## src/rtl/serial_addsub_pkg.sv

```systemverilog
// serial_addsub_pkg
//   Shared types and constants for the bit-serial adder-subtracter.
//   state_t : controller states (IDLE, SHIFT, FINISH)
//   OP_ADD / OP_SUB : encodings of the SU operation select
package serial_addsub_pkg;

  typedef enum logic [1:0] {
    IDLE   = 2'd0,
    SHIFT  = 2'd1,
    FINISH = 2'd2
  } state_t;

  localparam logic OP_ADD = 1'b0;
  localparam logic OP_SUB = 1'b1;

endpackage

```

## src/rtl/serial_addsub_if.sv

```systemverilog
// serial_addsub_if
//   START/DONE handshake and operand/result bus of the serial adder-subtracter.
//   master : controller side (drives start, su, a, b; receives results)
//   slave  : serial_addsub side
//   Optional macro SERIAL_ADDSUB_OVF_EN adds the ovf (signed overflow) signal.
interface serial_addsub_if #(
  parameter int WIDTH = 4
) ();

  logic             start;
  logic             su;
  logic [WIDTH-1:0] a;
  logic [WIDTH-1:0] b;
  logic             busy;
  logic             done;
  logic [WIDTH-1:0] result;
  logic             carry;
  logic             zero;
`ifdef SERIAL_ADDSUB_OVF_EN
  logic             ovf;
`endif

`ifdef SERIAL_ADDSUB_OVF_EN
  modport master (output start, su, a, b,
                  input  busy, done, result, carry, zero, ovf);
  modport slave  (input  start, su, a, b,
                  output busy, done, result, carry, zero, ovf);
`else
  modport master (output start, su, a, b,
                  input  busy, done, result, carry, zero);
  modport slave  (input  start, su, a, b,
                  output busy, done, result, carry, zero);
`endif

endinterface

```

## src/rtl/serial_addsub_fa_cell.sv

```systemverilog
// serial_fa_cell
//   Combinational single-bit full adder.
//   a_i, b_i, cin_i : operand bits and carry in
//   s_o, cout_o     : sum bit and carry out
module serial_fa_cell (
  input  logic a_i,
  input  logic b_i,
  input  logic cin_i,
  output logic s_o,
  output logic cout_o
);

  assign s_o    = a_i ^ b_i ^ cin_i;
  assign cout_o = (a_i & b_i) | (a_i & cin_i) | (b_i & cin_i);

endmodule

```

## src/rtl/serial_addsub.sv

```systemverilog
// serial_addsub
//   Bit-serial adder-subtracter: A+B or A-B, one bit per clock, LSB first,
//   through a single full-adder cell and a carry flip-flop.
//   clk_i : system clock, rising edge
//   clr_i : synchronous active-high reset
//   bus   : serial_addsub_if.slave (start, su, a, b -> busy, done, result,
//           carry, zero[, ovf])
//   Optional macro SERIAL_ADDSUB_OVF_EN adds the signed overflow flag.
//
//   state  | meaning
//   IDLE   | waiting for START; results held
//   SHIFT  | one operand bit processed per clock
//   FINISH | DONE pulse for one cycle
module serial_addsub
  import serial_addsub_pkg::*;
#(
  parameter int WIDTH = 4
) (
  input  logic         clk_i,
  input  logic         clr_i,
  serial_addsub_if.slave bus
);

  localparam int CW = $clog2(WIDTH + 1);

  state_t           state_q;
  logic [CW-1:0]    cnt_q;
  logic             c_q;
  logic [WIDTH-1:0] a_sr_q;
  logic [WIDTH-1:0] b_sr_q;
  logic [WIDTH-1:0] r_sr_q;
  logic [WIDTH-1:0] result_q;
  logic             carry_q;
  logic             zero_q;
  logic             busy_q;
  logic             done_q;
`ifdef SERIAL_ADDSUB_OVF_EN
  logic             ovf_q;
`endif

  logic             s_d;
  logic             cout_d;
  logic [WIDTH-1:0] r_sr_d;
  logic             last_bit;

  serial_fa_cell u_fa (
    .a_i    (a_sr_q[0]),
    .b_i    (b_sr_q[0]),
    .cin_i  (c_q),
    .s_o    (s_d),
    .cout_o (cout_d)
  );

  // Full result as it will look once this bit is shifted in; on the last
  // bit this is the final sum, captured directly into RESULT.
  assign r_sr_d   = {s_d, r_sr_q[WIDTH-1:1]};
  assign last_bit = (cnt_q == CW'(WIDTH - 1));

  always_ff @(posedge clk_i) begin
    if (clr_i) begin
      state_q  <= IDLE;
      cnt_q    <= '0;
      c_q      <= 1'b0;
      a_sr_q   <= '0;
      b_sr_q   <= '0;
      r_sr_q   <= '0;
      result_q <= '0;
      carry_q  <= 1'b0;
      zero_q   <= 1'b0;
      busy_q   <= 1'b0;
      done_q   <= 1'b0;
`ifdef SERIAL_ADDSUB_OVF_EN
      ovf_q    <= 1'b0;
`endif
    end else begin
      case (state_q)
        IDLE: begin
          if (bus.start) begin
            a_sr_q  <= bus.a;
            // Subtract as A + ~B + 1: invert B here, +1 via the carry FF.
            b_sr_q  <= bus.b ^ {WIDTH{bus.su}};
            c_q     <= bus.su;
            cnt_q   <= '0;
            busy_q  <= 1'b1;
            state_q <= SHIFT;
          end
        end
        SHIFT: begin
          c_q    <= cout_d;
          r_sr_q <= r_sr_d;
          a_sr_q <= {1'b0, a_sr_q[WIDTH-1:1]};
          b_sr_q <= {1'b0, b_sr_q[WIDTH-1:1]};
          cnt_q  <= cnt_q + CW'(1);
          if (last_bit) begin
            result_q <= r_sr_d;
            carry_q  <= cout_d;
            zero_q   <= (r_sr_d == '0);
`ifdef SERIAL_ADDSUB_OVF_EN
            // c_q is the carry into the MSB at this point.
            ovf_q    <= c_q ^ cout_d;
`endif
            busy_q   <= 1'b0;
            done_q   <= 1'b1;
            state_q  <= FINISH;
          end
        end
        FINISH: begin
          done_q  <= 1'b0;
          state_q <= IDLE;
        end
        default: begin
          busy_q  <= 1'b0;
          done_q  <= 1'b0;
          state_q <= IDLE;
        end
      endcase
    end
  end

  assign bus.busy   = busy_q;
  assign bus.done   = done_q;
  assign bus.result = result_q;
  assign bus.carry  = carry_q;
  assign bus.zero   = zero_q;
`ifdef SERIAL_ADDSUB_OVF_EN
  assign bus.ovf    = ovf_q;
`endif

endmodule
```

## src/flat_wrapper.sv

```systemverilog
// flat-port wrapper written by rule: the top's interface ports become plain ports
module serial_addsub_flat import serial_addsub_pkg::*;
#(
  parameter int WIDTH = 4
)
  (clk_i, clr_i, bus_start, bus_su, bus_a, bus_b, bus_busy, bus_done, bus_result, bus_carry, bus_zero);
  serial_addsub_if #(.WIDTH(WIDTH)) bus_i ();
  input  logic clk_i;
  input  logic clr_i;
  input wire logic [$bits(bus_i.start)-1:0] bus_start;
  input wire logic [$bits(bus_i.su)-1:0] bus_su;
  input wire logic [$bits(bus_i.a)-1:0] bus_a;
  input wire logic [$bits(bus_i.b)-1:0] bus_b;
  output wire logic [$bits(bus_i.busy)-1:0] bus_busy;
  output wire logic [$bits(bus_i.done)-1:0] bus_done;
  output wire logic [$bits(bus_i.result)-1:0] bus_result;
  output wire logic [$bits(bus_i.carry)-1:0] bus_carry;
  output wire logic [$bits(bus_i.zero)-1:0] bus_zero;
  assign bus_i.start = bus_start;
  assign bus_i.su = bus_su;
  assign bus_i.a = bus_a;
  assign bus_i.b = bus_b;
  assign bus_busy = bus_i.busy;
  assign bus_done = bus_i.done;
  assign bus_result = bus_i.result;
  assign bus_carry = bus_i.carry;
  assign bus_zero = bus_i.zero;
  serial_addsub #(.WIDTH(WIDTH)) u_core (.clk_i(clk_i), .clr_i(clr_i), .bus(bus_i));
endmodule
```

## config.mk

```make
export PLATFORM = sky130hd
export DESIGN_NAME = serial_addsub_flat
export DESIGN_NICKNAME = d
export VERILOG_FILES = /design/src/rtl/serial_addsub_pkg.sv /design/src/rtl/serial_addsub_if.sv /design/src/rtl/serial_addsub_fa_cell.sv /design/src/rtl/serial_addsub.sv /design/src/flat_wrapper.sv
export SDC_FILE = /design/constraint.sdc
export NUM_CORES = 1
export LEC_CHECK = 0
export ABC_CLOCK_PERIOD_IN_PS = 1800
export CAP_MARGIN = 20
export CORE_AREA = 3 3 43 65
export CTS_CLUSTER_DIAMETER = 100
export DETAILED_ROUTE_END_ITERATION = 16
export DIE_AREA = 0 0 46 68
export PLACE_DENSITY = 0.74
export SYNTH_ARGS = -nofsm -noshare
export SYNTH_HDL_FRONTEND = slang
export SYNTH_SLANG_ARGS = --single-unit
```

## constraint.sdc

```tcl
create_clock -name clk_i -period 1.8 [get_ports clk_i]
set_input_delay 0.27 -clock clk_i [delete_from_list [all_inputs] [get_ports clk_i]]
set_output_delay 0.27 -clock clk_i [all_outputs]
set_load 0.02 [all_outputs]
```

# Word level (Yosys, flattened, before mapping)
# Cells that the tools add are included.
[totals] word_cells=51 inputBits=12 ff_bits=26 out_inout_bits=8
[classes] bitwise_logic=10 reduce_logical=8 n_addsub=1 n_mux=16 eq_ne=5
[op_table] cell="one-hot mux 4 bit (2 select lines)" count=2
[op_table] cell="two-way mux 4 bit" count=2
[op_table] cell="AND reduction 2 bit" count=4
[op_table] cell="one-hot mux 3 bit (2 select lines)" count=1
[op_table] cell="logical NOT 4 bit" count=1
[op_table] cell="two-way mux 1 bit" count=4
[op_table] cell="two-way mux 2 bit" count=2
[op_table] cell="one-hot mux 1 bit (2 select lines)" count=2
[op_table] cell="one-hot mux 2 bit (2 select lines)" count=1
[op_table] cell="XOR 4 bit" count=1
[op_table] cell="adder 3 x 1 -> 3 bit (second input constant)" count=1
[op_table] cell="AND 1 bit" count=3
[op_table] cell="== test 3 x 2 -> 1 bit (second input constant)" count=1
[op_table] cell="two-way mux 3 bit" count=1
[op_table] cell="one-hot mux 1 bit (3 select lines)" count=1
[op_table] cell="AND reduction 3 bit" count=1
[op_table] cell="== test 2 x 1 -> 1 bit (second input constant)" count=1
[op_table] cell="== test 2 bit (second input constant)" count=1
[op_table] cell="logical NOT 2 bit" count=1
[op_table] cell="inequality test 2 x 1 -> 1 bit (second input constant)" count=1
[op_table] cell="inequality test 2 bit (second input constant)" count=1
[op_table] cell="inverter 1 bit" count=2
[op_table] cell="OR 1 bit" count=2
[op_table] cell="nonzero test 2 bit" count=1
[op_table] cell="XOR 1 bit" count=2

# Longest topological paths before layout
# Gate-level depths: netlist (run 1).
[logic_depth] word_depth=4 mapped_depth=5

# Cells and area by module
# Synthesis (run 1) repeated with hierarchy kept, for this count alone.
[unflattened] hier_cells=111 area_unflattened_um2=1068.5
[modules_own_cells] mod="serial_addsub" seq_area_each_um2=500.5 cells_each=110 n_inst=1 area_each_um2=1048.5
[modules_own_cells] mod="serial_fa_cell" seq_area_each_um2=0.0 cells_each=1 n_inst=1 area_each_um2=20.0

# Least setup slack after synthesis (run 1)
# No wires, ideal clock.
[synth_path] kind="reg2reg" startpoint="reg u_core.a_sr_q[0]" endpoint="reg u_core.zero_q (netlist: u_core.bus.zero)" setup_slack_ns=0.527 arrival_time_ns=1.202 stages_incl_launch_ff=5 setup_time_ns=0.071 path_buffers=0 period_less_slack_ns=1.273 path_cell_list="dfxtp_1 -> fa_1 -> nor4_1 -> nand3_1 -> a21oi_1"
[synth_between] elab_chain_len=3
[synth_rtl] item="from (decl)" line="serial_addsub.sv:29" rtl="logic [WIDTH-1:0] a_sr_q;"
[synth_rtl] item="from (signal assigned)" line="serial_addsub.sv:79" rtl="a_sr_q <= bus.a;"
[synth_rtl] item="from (signal assigned)" line="serial_addsub.sv:91" rtl="a_sr_q <= {1'b0, a_sr_q[WIDTH-1:1]};"
[synth_rtl] item="XOR 1 bit (2 in series)" line="serial_addsub_fa_cell.sv:13" rtl="assign s_o = a_i ^ b_i ^ cin_i;"
[synth_rtl] item="via u_core.s_d" line="serial_addsub.sv:41" rtl="logic s_d;"
[synth_rtl] item="logical NOT 4 bit" line="serial_addsub.sv:97" rtl="zero_q <= (r_sr_d == '0);"
[synth_rtl] item="to (signal assigned)" line="serial_addsub.sv:97"
[synth_rtl] item="to (decl)" line="serial_addsub.sv:34" rtl="logic zero_q;"
# The timed path passes the listed nets, and every way through them passes these cells.
# A chain may end at the register's enable or synchronous reset.

# Worst setup path in the final report (run 1)
[layout_path] startpoint="reg u_core.busy_q (netlist: u_core.bus.busy)" endpoint="out bus_busy"
[layout_lines] item="from (decl)" line="serial_addsub.sv:35" rtl="logic busy_q;"
[layout_lines] item="from (signal assigned)" line="serial_addsub.sv:70" rtl="busy_q <= 1'b0;"
[layout_lines] item="from (signal assigned)" line="serial_addsub.sv:84" rtl="busy_q <= 1'b1;"
[layout_lines] item="from (signal assigned)" line="serial_addsub.sv:102" rtl="busy_q <= 1'b0;"
[layout_lines] item="to (decl)" line="flat_wrapper.sv:14" rtl="output wire logic [$bits(bus_i.busy)-1:0] bus_busy;"
# No word-level cell between the ends.

==> results of run 1 <==
[flip-flops by register name, summed over array words and instances (netlist names)]
name / cells
u_core.b_sr_q: 4
u_core.bus.busy: 1
u_core.cnt_q: 3
u_core.bus.carry: 1
u_core.r_sr_q: 3
u_core.c_q: 1
u_core.bus.zero: 1
u_core.bus.result: 4
u_core.state_q: 2
u_core.a_sr_q: 4
u_core.bus.done: 1
[per-stage QoR]
step | utilization (%) | setup slack (ns) | total power (W) | cell area [µm²]
6_report | 60.1 | 0.222 | 0.00102 | 1360
5_1_grt | 60.1 | 0.180 | 0.00107 | 1360
4_1_cts | 60.1 | 0.218 | 0.00102 | 1360
3_5_place_dp | 58.9 | 0.290 | 0.000779 | 1330
3_3_place_gp | 58.9 | 0.356 | 0.000774 | 1330
2_1_floorplan | - | 0.527 | 0.000723 | 1130
[cell type report]
| type | instances | area (µm²) | share of cell area (%) |
|---|---|---|---|
| clock buffers | 4 | 26.3 | 1.94 |
| well taps | 23 | 28.8 | 2.12 |
| inverters | 6 | 22.5 | 1.66 |
| multi-input cells | 82 | 559 | 41.2 |
| flip-flops and latches | 25 | 500 | 36.9 |
| repair buffers | 23 | 220 | 16.2 |
[placed cells by master, fill, tap and decap left out]
cell	netlist	final
o21a_1	1	1
o21ai_0	2	2
a211oi_1	3	3
nand2_1	13	13
buf_4	0	4
nand2b_1	1	1
nor3b_2	1	1
a21oi_1	9	9
inv_1	5	5
ha_1	2	2
xor2_1	1	1
mux2i_1	4	4
a2bb2oi_1	1	1
nor2_1	14	14
and2b_4	1	1
nand3_1	2	2
o31ai_2	1	1
o22ai_1	5	5
fa_1	1	1
o221a_2	1	1
o21ba_2	1	1
xnor2_1	3	3
o2bb2ai_1	1	1
clkbuf_4	0	3
nor4_1	1	1
o21bai_2	1	1
nand3b_4	1	1
a221oi_2	1	1
o21ai_1	1	1
a22oi_1	5	5
nor2b_1	1	1
clkbuf_1	0	1
dfxtp_1	25	25
nand3b_1	1	1
o221ai_1	1	1
clkdlybuf4s50_1	0	19
nand2b_4	1	1
inv_2	1	1
[per-layer routing]
metal  wire length (µm)  global-route usage, %
met1                890                   17.9
met2               1070                   26.2
met5                  0                      0
met4                 44                   7.47
met3                 88                   2.37
[cells by family after synthesis]
logic type | synth area share (%)
and+or+nand+nor | 17.2
AOI/OAI and AO/OA | 21.7
DFF | 44.3
buffers and inverters | 6.20
xor gates and xnor gates | 3.10
muxes | 3.54
adders and majority gates | 3.99
[where the power goes]
part	leakage (nW)	internal (W)	switching, W
registers	0.204	0.000581	0.0000247
logic	0.334	0.0000846	0.0000767
clock network	0.0150	0.0000869	0.000165
[final timing paths]
kind | startpoint | end | cells past startpoint
worst max register to register | u_core.a_sr_q[0]$_SDFFE_PP0P_ | u_core.bus.zero$_SDFFE_PP0P_ | 4
worst min register to register | u_core.bus.carry$_SDFFE_PP0P_ | u_core.bus.carry$_SDFFE_PP0P_ | 2
worst max-delay path | u_core.bus.busy$_SDFFE_PP0P_ | bus_busy | 1
worst min-delay path | u_core.bus.carry$_SDFFE_PP0P_ | u_core.bus.carry$_SDFFE_PP0P_ | 2
==> flow_metrics.env, run 1 <==
export IMPL_status="completed"
export IMPL_postCtsSetupRepairBufs=0
export IMPL_critPathCaptureType="output port"
export IMPL_die_h_um=68
export IMPL_drc=0
export IMPL_max_slew_worst_pin_slew_ns=0.418
export IMPL_cts_repair_resized=0
export IMPL_area_growth_synth_to_final_pct=20.2
export IMPL_crit_type="flop to output port"
export IMPL_setup_tns_final_ns=0
export IMPL_postRouteAntennaNets=0
export IMPL_async_flop_share_pct=0
export IMPL_slew_headroom_pct=72.0
export IMPL_synth_fp_nets=135
export IMPL_setup_viol=0
export IMPL_final_fill_count=203
export IMPL_start_util_pct=50.0
export IMPL_required_ns=1.53
export IMPL_clock_skew_final_ns=0.00935
export IMPL_grt_pass1_vias=854
export IMPL_drive_gt1_share_pct=12.1
export IMPL_yosysTopAreaCellShare_pct=44.3
export IMPL_finalNonFillerCells=163
export IMPL_dp_hpwl_um=1610
export IMPL_grt_max_degree=14
export IMPL_synth_edf_count=0
export IMPL_drv_cap=0
export IMPL_synthCells=120
export IMPL_cts_tree="yes"
export IMPL_start_kind="flop"
export IMPL_fin_crit_sh_pct=87.7
export IMPL_max_stage_delay_ns=0.61
export IMPL_cts_root_buffer="clkbuf_4"
export IMPL_synth_commonest_cells="dfxtp_1, nor2_1, nand2_1, a21oi_1"
export IMPL_postSynthAreaPerCell_um2=9.42
export IMPL_num_vias=903
export IMPL_crit_arrival_ns=1.31
export IMPL_h_tree_depth=1
export IMPL_hold_violations=0
export IMPL_dr_pass1_iters=4
export IMPL_yosysUniqueCellTypes=39
export IMPL_io_pins=20
export IMPL_layout_nets=156
export IMPL_gp_congestion=0.748
export IMPL_antenna_found_initial=0
export IMPL_reg2reg_slack_ns=0.40
export IMPL_cts_inserted_buffers=3
export IMPL_hold_path_class="flop to flop"
export IMPL_dp_cells=159
export IMPL_worst_path_dominant_cell_family="buffers and inverters"
export IMPL_max_freq_ghz=0.634
export IMPL_yosysTopAreaCell="dfxtp_1"
export IMPL_cp_cell_sequence="clkdlybuf4s50_1"
export IMPL_syn_cell_area_um2=1130
export IMPL_seq_area_frac_synth_pct=44.3
export IMPL_crit_fanout=3
export IMPL_row_count=21
export IMPL_portBuffers=19
export IMPL_finalCriticalPeriod_ns=1.58
export IMPL_cts_sinks=25
export IMPL_ir_drop_v=0.000461
export IMPL_die_w_um=46
export IMPL_drt_iter0_drc=24
export IMPL_rsz0062_at_grt="no"
export IMPL_hold_buffers=0
export IMPL_dieArea_um2=3130
export IMPL_synth_seq_cells=25
export IMPL_drt_total_wl_um=2090
export IMPL_grt_use_total_pct=15.3
export IMPL_synthTopCellsByArea="dfxtp_1, nor2_1, nand2_1, a21oi_1, mux2i_1"
export IMPL_slew_violations=0
export IMPL_holdWs_ns=0.465
export IMPL_antennaDiodeCount=0
export IMPL_cp_slowest_cell="clkdlybuf4s50_1"
export IMPL_clk_pin_slew_ns=0.13
export IMPL_worstSkewPairLatency_ns=0.32
export IMPL_synth_most_common_cell="dfxtp_1"
export IMPL_wl_per_cell_um=12.8
export IMPL_synth_warnings=0
export IMPL_via_per_inst=5.54
export IMPL_overflow=0
export IMPL_ys_dominant_reg_cell="dfxtp_1"
export IMPL_critPathBufInv=1
export IMPL_leakagePower_nw=0.553
export IMPL_p_per_area_nw_per_um2=750
export IMPL_coreArea_um2=2260
export IMPL_grt_pass1_wl_um=3570
export IMPL_clockBufferDepth=2
Note: power is estimated with default switching activity, not from simulation.
==> run 2, diff against run 1 <==
Settings changed: ABC_CLOCK_PERIOD_IN_PS 1800 to 1900, CORE_AREA 3 3 43 65 to 3 3 42 63, DIE_AREA 0 0 46 68 to 0 0 45 66, GPL_TIMING_DRIVEN from default to 0, PLACE_DENSITY 0.74 to 0.77.
Clock period 1.8 ns to 1.9 ns, I/O delays scaled along.
==> flow_metrics.env, run 2 (synthesis results as in run 1) <==
export IMPL_dp_hpwl_um=1670
export IMPL_drive_gt1_share_pct=13.5
export IMPL_cts_tree="yes"
export IMPL_grt_max_degree=16
export IMPL_seqCellArea_um2=500
export IMPL_start_util_pct=51.2
export IMPL_power_total_w=0.000973
export IMPL_cts_repair_resized=0
export IMPL_finalCriticalPeriod_ns=1.59
export IMPL_grt_pass1_wl_um=3870
export IMPL_crit_arrival_ns=1.31
export IMPL_p_per_area_nw_per_um2=716
export IMPL_finalNonFillerCells=164
export IMPL_required_ns=1.62
export IMPL_postCtsSetupRepairBufs=0
export IMPL_coreArea_um2=2210
export IMPL_cp_slowest_cell="clkdlybuf4s50_1"
export IMPL_overflow=0
export IMPL_final_fill_count=203
export IMPL_fin_area_um2=1360
export IMPL_cp_cell_sequence="clkdlybuf4s50_1"
export IMPL_dp_cells=160
export IMPL_clock_skew_final_ns=0.0177
export IMPL_layout_cells_most_common_list="dfxtp_1, clkdlybuf4s50_1, nor2_1"
export IMPL_dieArea_um2=2970
export IMPL_setup_tns_final_ns=0
export IMPL_num_vias=912
export IMPL_leakagePower_nw=0.553
export IMPL_slew_violations=0
export IMPL_crit_type="flop to output port"
export IMPL_multi_input_area_um2=559
export IMPL_fin_crit_sh_pct=83.8
export IMPL_cts_root_buffer="clkbuf_4"
export IMPL_drt_iter0_drc=27
export IMPL_max_slew_worst_pin_slew_ns=0.506
export IMPL_max_freq_ghz=0.628
export IMPL_area_growth_synth_to_final_pct=20.3
export IMPL_h_tree_depth=1
export IMPL_io_pins=20
export IMPL_critPathCaptureType="output port"
export IMPL_layout_nets=157
export IMPL_ir_drop_v=0.000395
export IMPL_dr_pass1_iters=4
export IMPL_mostFrequentLayoutCell="dfxtp_1"
export IMPL_grt_use_total_pct=17.8
export IMPL_slew_headroom_pct=66.3
export IMPL_max_stage_delay_ns=0.61
export IMPL_start_kind="flop"
export IMPL_cts_inserted_buffers=3
export IMPL_worstSkewPairLatency_ns=0.34
export IMPL_row_count=21
export IMPL_via_per_inst=5.56
export IMPL_worst_path_dominant_cell_family="buffers and inverters"
export IMPL_hold_path_class="primary input to flop"
export IMPL_gp_congestion=0.819
export IMPL_setup_viol=0
export IMPL_drc=0
export IMPL_crit_fanout=3
export IMPL_antenna_found_initial=0
export IMPL_critPathBufInv=1
export IMPL_die_w_um=45
export IMPL_clockBufferDepth=2
export IMPL_die_h_um=66
export IMPL_drv_cap=0
export IMPL_postRouteAntennaNets=0
export IMPL_clk_pin_slew_ns=0.13
export IMPL_hold_violations=0
export IMPL_status="completed"
export IMPL_antennaDiodeCount=0
export IMPL_portBuffers=17
export IMPL_drt_total_wl_um=2180
export IMPL_grt_pass1_vias=862
export IMPL_hold_buffers=0
export IMPL_wl_per_cell_um=13.3
export IMPL_cts_sinks=25
export IMPL_rsz0062_at_grt="no"
export IMPL_placed_area_um2=1330
[run 2: cell types whose count changed in the layout (fill, tap and decap cells not counted)]
| cell | delta |
|---|---|
| clkbuf_2 | +1 |
| buf_1 | +2 |
| buf_2 | +2 |
| buf_4 | -4 |
| buf_6 | +1 |
| clkbuf_1 | -1 |
| clkbuf_8 | +1 |
| clkinvlp_4 | +1 |
| clkdlybuf4s50_1 | -2 |
[run 2: through the flow]
step / setup WS [ns] / utilization, % / hold WS [ns]
floorplan: 0.627 / - / 0.444
global placement: 0.403 / 60.2 / 0.439
detailed placement: 0.398 / 60.2 / 0.449
CTS: 0.292 / 61.6 / 0.196
global route: 0.248 / 61.6 / 0.198
finish: 0.307 / 61.6 / 0.202
[run 2: area by class of cell]
type / count / area share (%)
Inverter: 6 / 1.66
Clock buffer: 3 / 1.66
Sequential cell: 25 / 36.8
Buffer: 7 / 3.50
Timing Repair Buffer: 17 / 12.5
Clock inverter: 1 / 0.552
Tap cell: 23 / 2.12
Multi-Input combinational cell: 82 / 41.2
[run 2: final timing paths]
check                                              startpoint                                end  slack, ns  depth (start not counted)
worst min-delay path                                    clr_i      u_core.b_sr_q[3]$_SDFFE_PP0P_       0.20                          2
worst max-delay path             u_core.bus.busy$_SDFFE_PP0P_                           bus_busy       0.31                          1
worst max register to register   u_core.cnt_q[0]$_SDFFE_PP0P_  u_core.bus.result[3]$_SDFFE_PP0P_       0.48                          5
worst min register to register  u_core.bus.carry$_SDFFE_PP0P_      u_core.bus.carry$_SDFFE_PP0P_       0.47                          2
[run 2: report_power, final]
group	leakage [nW]	internal, W	switching, W
sequential	0.204	0.000551	0.0000199
clock	0.0139	0.0000808	0.000168
combinational	0.335	0.0000770	0.0000769
[run 2: layer usage]
metal / GRT usage (%) / vias up / part of all wire [%]
met1: 20.8 / 421 / 43
met3: 3.54 / 7 / 3.6
met2: 28.0 / 20 / 50
met4: 12.1 / 0 / 3.4
li1: - / 464 / -
met5: 0 / - / 0
==> RTL edit 1 (settings of run 1) <==
`WIDTH` is set to 4 in 3 places; all go to 2.
--- a/src/rtl/serial_addsub_if.sv
+++ b/src/rtl/serial_addsub_if.sv
@@ -5,5 +5,5 @@
 //   Optional macro SERIAL_ADDSUB_OVF_EN adds the ovf (signed overflow) signal.
 interface serial_addsub_if #(
-  parameter int WIDTH = 4
+  parameter int WIDTH = 2
 ) ();
 
--- a/src/rtl/serial_addsub.sv
+++ b/src/rtl/serial_addsub.sv
@@ -15,5 +15,5 @@
   import serial_addsub_pkg::*;
 #(
-  parameter int WIDTH = 4
+  parameter int WIDTH = 2
 ) (
   input  logic         clk_i,
--- a/src/flat_wrapper.sv
+++ b/src/flat_wrapper.sv
@@ -2,5 +2,5 @@
 module serial_addsub_flat import serial_addsub_pkg::*;
 #(
-  parameter int WIDTH = 4
+  parameter int WIDTH = 2
 )
   (clk_i, clr_i, bus_start, bus_su, bus_a, bus_b, bus_busy, bus_done, bus_result, bus_carry, bus_zero);
Ports: changed (resized bus_a, bus_b and bus_result); port bits go from 20 to 14. The function was not compared with the original's and may differ.
==> RTL edit 1 against run 1 <==
Core utilization fell by 23 points. Combinational power fell by 22%. Die area did not move. Final area fell by 38%. Synthesized cell count fell by 41%. Synthesized area fell by 41%. Worst setup slack improved by 0.054 ns. First-iteration DRC count fell by 71%. Sequential cell count fell by 9. Clock skew fell by 0.0051 ns. Register-to-register slack got worse by 0.03 ns. Total power fell by 31%. Largest cell class is now registers. Routed wire length fell by 38%.
==> RTL edit 1: results (changes against run 1) <==
Parameter                              Value

Status
  Outcome ... finished clean (unchanged)

Worst setup path
  Slowest stage cell, crit path ... sky130_fd_sc_hd__clkdlybuf4s50_1 (unchanged)
  Arrival time reported for the critical path endpoint ... 1.25 ns (was 1.31 ns)

Placed design
  Routability congestion estimate from global placement ... 0.818 (was 0.748)
  Hpwl dp ... 958 µm (was 1610 µm)
  Count of input and output buffers ... 13 (was 19)

Yosys
  Share of cell area taken by muxes after synthesis ... 3.00% (was 3.54%)
  Sequential-to-total area share from yosys stat ... 47.9% (was 44.3%)
  Complex-gate fraction of the synthesized area ... 16.9% (was 21.7%)
  Yosys synthesis warning count ... 0 (unchanged)
  Adder-cell share of the synthesized area ... 4.87% (was 3.99%)
  Area contributors post-synth ... sky130_fd_sc_hd__dfxtp_1 (48%), sky130_fd_sc_hd__a21oi_1 (4.5%), sky130_fd_sc_hd__nor2_1 (3.9%) (was sky130_fd_sc_hd__dfxtp_1 (44%), sky130_fd_sc_hd__nor2_1 (4.7%), sky130_fd_sc_hd__nand2_1 (4.3%))
  Top cell types by occurrence after synthesis ... sky130_fd_sc_hd__dfxtp_1 (16), sky130_fd_sc_hd__nor2_1 (7), sky130_fd_sc_hd__a21oi_1 (6), sky130_fd_sc_hd__inv_1 (6), sky130_fd_sc_hd__nand2_1 (6) (was sky130_fd_sc_hd__dfxtp_1 (25), sky130_fd_sc_hd__nor2_1 (14), sky130_fd_sc_hd__nand2_1 (13))

Global routing
  GRT Util Overall ... 9.83% (was 15.3%)
  Largest net degree at the start of global routing ... 17 (was 14)
  Global-route wire length before repair ... 2210 µm (was 3570 µm)
  Via count of the first global-routing pass ... 528 (was 854)

STA
  Maximum clock skew at final layout ... 0.00424 ns (was 0.00935 ns)
  Tightest Pin Transition ... 0.577 ns (was 0.418 ns)

Hold path
  Hold path start ... u_core.bus.zero (was u_core.bus.carry)

Clocking
  Clock latency on the worst-skew pair ... 0.28 ns (was 0.32 ns)
  CTS clock-pin slew for the worst setup and hold paths ... 0.09 ns (was 0.13 ns)

Detailed routing
  Sum of routed wire length over all layers ... 1290 µm (was 2090 µm)
  Initial DRC Count ... 7 (was 24)
  Total number of vias ... 555 (was 903)

Pwr
  VDD IR max ... 0.000266 V (was 0.000461 V)
  Leak ... 0.000338 µW (was 0.000553 µW)

Layout
  Final #Nets ... 97 (was 156)
  Proportion of layout cells with a drive suffix above 1 ... 5.88% (was 12.1%)
==> RTL edit 1: cell types whose count changed in the layout (fill, tap and decap cells not counted), sizes merged, moves of 6 or more <==
cell,run 1,this run
nand2,13,6
nor2,14,7
dfxtp,25,16
clkdlybuf4s50,19,13
==> RTL edit 1: cell families after synthesis <==
group	Yosys count
simple gates	23
compound gates	17
flops	16
buf+inv	9
xor+xnor	2
mux	2
fa+ha+maj	2
==> RTL edit 1: routing by layer <==
layer | vias up | GRT usage [%] | part of all wire, %
met3 | 5 | 1.84 | 6.1
li1 | 274 | - | -
met4 | 0 | 6.76 | 2.5
met1 | 260 | 10.6 | 40
met5 | - | 0 | 0
met2 | 16 | 16.6 | 51
==> RTL edit 1: area by class of cell <==
type,count,area [µm²]
inverter,6,22.5
tap,23,28.8
multi-input combinational,46,307
timing repair buffer,14,138
fill,243,1420
clock buffer,3,22.5
sequential,16,320
==> RTL edit 1: final timing paths <==
kind | end | slack [ns] | cells after the start
setup / recovery | bus_busy | 0.28 | 1
hold / removal | u_core.bus.zero | 0.46 | 2
setup reg to reg | u_core.bus.zero | 0.37 | 3
hold reg to reg | u_core.bus.zero | 0.46 | 2
==> RTL edit 1: where the power goes <==
group	internal (µW)	total [µW]	switching, µW
logic	62.8	125	62.6
registers	376	394	17.5
clock network	77.8	183	106
total	517	703	186
==> RTL edit 1: per-stage QoR <==
stage	total power (µW)	std cells	area [µm²]	worst slack, ns
6_report	703	108	838	0.276
5_1_grt	746	108	838	0.228
3_5_place_dp	527	105	816	0.318
2_1_floorplan	482	71	668	0.464
3_3_place_gp	522	105	816	0.373
4_1_cts	712	108	838	0.262
==> RTL edit 2 (settings of run 1) <==
Made on the original files. Register the input `clr_i` before use. The logic sees it one clock later. The other inputs are not delayed to match.
--- a/src/rtl/serial_addsub.sv
+++ b/src/rtl/serial_addsub.sv
@@ -23,4 +23,10 @@
 
   localparam int CW = $clog2(WIDTH + 1);
+
+  logic clr_q;
+
+  always_ff @(posedge clk_i) begin
+    clr_q <= clr_i;
+  end
 
   state_t           state_q;
@@ -58,5 +64,5 @@
 
   always_ff @(posedge clk_i) begin
-    if (clr_i) begin
+    if (clr_q) begin
       state_q  <= IDLE;
       cnt_q    <= '0;
Check against the original RTL: not equivalent (a bounded check fails within 4 cycles, from zero or initial values).
==> RTL edit 2 against run 1 <==
Synthesized area is 0.44% higher. Sequential cell count is 1 higher. Worst setup slack better by 0.012 ns. Routed wire length is 2.2% higher. Critical endpoint unchanged. Final area is 1.8% higher. Count of clock-buffer cells in the layout is 1 lower. Total power is 15% higher. Largest cell class unchanged. Global-route usage is 0.052 points higher.
==> RTL edit 2: results (changes against run 1) <==
Parameter                              Value

Detailed routing
  Initial DRC Count ... 19 (was 24)
  Drt first pass iters ... 4 (unchanged)
  Via density per instance ... 5.72 (was 5.54)

Pwr
  VDD IR max ... 0.000526 V (was 0.000461 V)
  Leak ... 0.000542 µW (was 0.000553 µW)

Status
  Outcome ... finished clean (unchanged)

Hold path
  Worst Hold Depth ... 1 (was 2)
  Hold-critical path endpoint ... u_core.clr_q (was u_core.bus.carry)
  Path category of the worst min-delay check ... primary input to register (was register to register)
  Hold path start ... clr_i (was u_core.bus.carry)

Layout
  Proportion of layout cells with a drive suffix above 1 ... 10.3% (was 12.1%)
  Final #Nets ... 152 (was 156)
  Non-filler cells in the finished layout ... 159 (was 163)
  Layout filler cell count ... 211 (was 203)

Global routing
  Largest net degree at the start of global routing ... 26 (was 14)
  Via count of the first global-routing pass ... 865 (was 854)
  GRT Util Overall ... 15.4% (was 15.3%)

Yosys
  Synthesized Nets ... 132 (was 135)
  Sequential-to-total area share from yosys stat ... 45.9% (was 44.3%)
  Top cell types by occurrence after synthesis ... sky130_fd_sc_hd__dfxtp_1 (26), sky130_fd_sc_hd__a21oi_1 (11), sky130_fd_sc_hd__nand2_1 (11) (was sky130_fd_sc_hd__dfxtp_1 (25), sky130_fd_sc_hd__nor2_1 (14), sky130_fd_sc_hd__nand2_1 (13))
  Area contributors post-synth ... sky130_fd_sc_hd__dfxtp_1 (46%), sky130_fd_sc_hd__a21oi_1 (4.9%), sky130_fd_sc_hd__mux2i_1 (4.4%) (was sky130_fd_sc_hd__dfxtp_1 (44%), sky130_fd_sc_hd__nor2_1 (4.7%), sky130_fd_sc_hd__nand2_1 (4.3%))
  Count of cell types in the netlist ... 34 (was 39)
  Mean cell area of the mapped netlist ... 9.70 µm² (was 9.42 µm²)

Placed design
  Hpwl dp ... 1600 µm (was 1610 µm)
  Routability congestion estimate from global placement ... 0.767 (was 0.748)

STA
  Maximum clock skew at final layout ... 0.00201 ns (was 0.00935 ns)
  Min Tclk post-route ... 1.57 ns (was 1.58 ns)
  Tightest Pin Transition ... 0.409 ns (was 0.418 ns)

Clocking
  CTS Buf Count ... 3 (unchanged)

Worst setup path
  Longest individual stage delay on the worst path ... 0.61 ns (about the same)
[RTL edit 2: worst max path at each step]
stage                                end  depth (start not counted)
floorplan           u_core.bus.result[0]                          5
global placement              u_core.c_q                          4
detailed placement      u_core.a_sr_q[2]                          4
CTS                             bus_busy                          1
global route                    bus_zero                          1
finish                          bus_busy                          1
[RTL edit 2: worst reg2reg max path: stages (launching register included)]
cell	delay, ns
sky130_fd_sc_hd__dfxtp_1	0.35
sky130_fd_sc_hd__fa_1	0.52
sky130_fd_sc_hd__nor4_1	0.21
sky130_fd_sc_hd__nand3_1	0.12
sky130_fd_sc_hd__a21oi_1	0.15
[RTL edit 2: logic make-up after synthesis]
group,Yosys count,share of synthesized area (%)
AO/OA/AOI/OAI,34,22.5
XOR/XNOR,4,3.09
adder cells (fa/ha/maj),3,3.97
buffers and inverters,13,6.17
flip-flops,26,45.9
multiplexers,5,4.41
AND/OR/NAND/NOR,32,14.0
[RTL edit 2: per-layer routing]
layer	GRT usage, %	wire [µm]
met2	26.7	1130
met5	0	0
met1	17.8	896
met4	7.12	36
met3	2.37	72
[RTL edit 2: final cells by class]
cell class | count | area (µm²) | share of cell area, %
timing repair buffer | 22 | 213 | 15.4
clock buffer | 3 | 22.5 | 1.63
clock inverter | 1 | 30.0 | 2.17
multi-input combinational | 78 | 544 | 39.4
sequential | 26 | 520 | 37.7
inverter | 6 | 22.5 | 1.63
tap | 23 | 28.8 | 2.08
[RTL edit 2: stage by stage]
step | hold slack (ns) | instance area [µm²]
after floorplan | 0.298 | 1130
after global routing | 0.390 | 1380
after CTS | 0.379 | 1380
after detailed placement | 0.449 | 1330
final | 0.385 | 1380
after global placement | 0.444 | 1330
[RTL edit 2: report_power, final]
| group | switching (µW) | internal (µW) |
|---|---|---|
| clock | 171 | 225 |
| combinational | 75.4 | 80.6 |
| sequential | 16.7 | 602 |
| total | 263 | 907 |
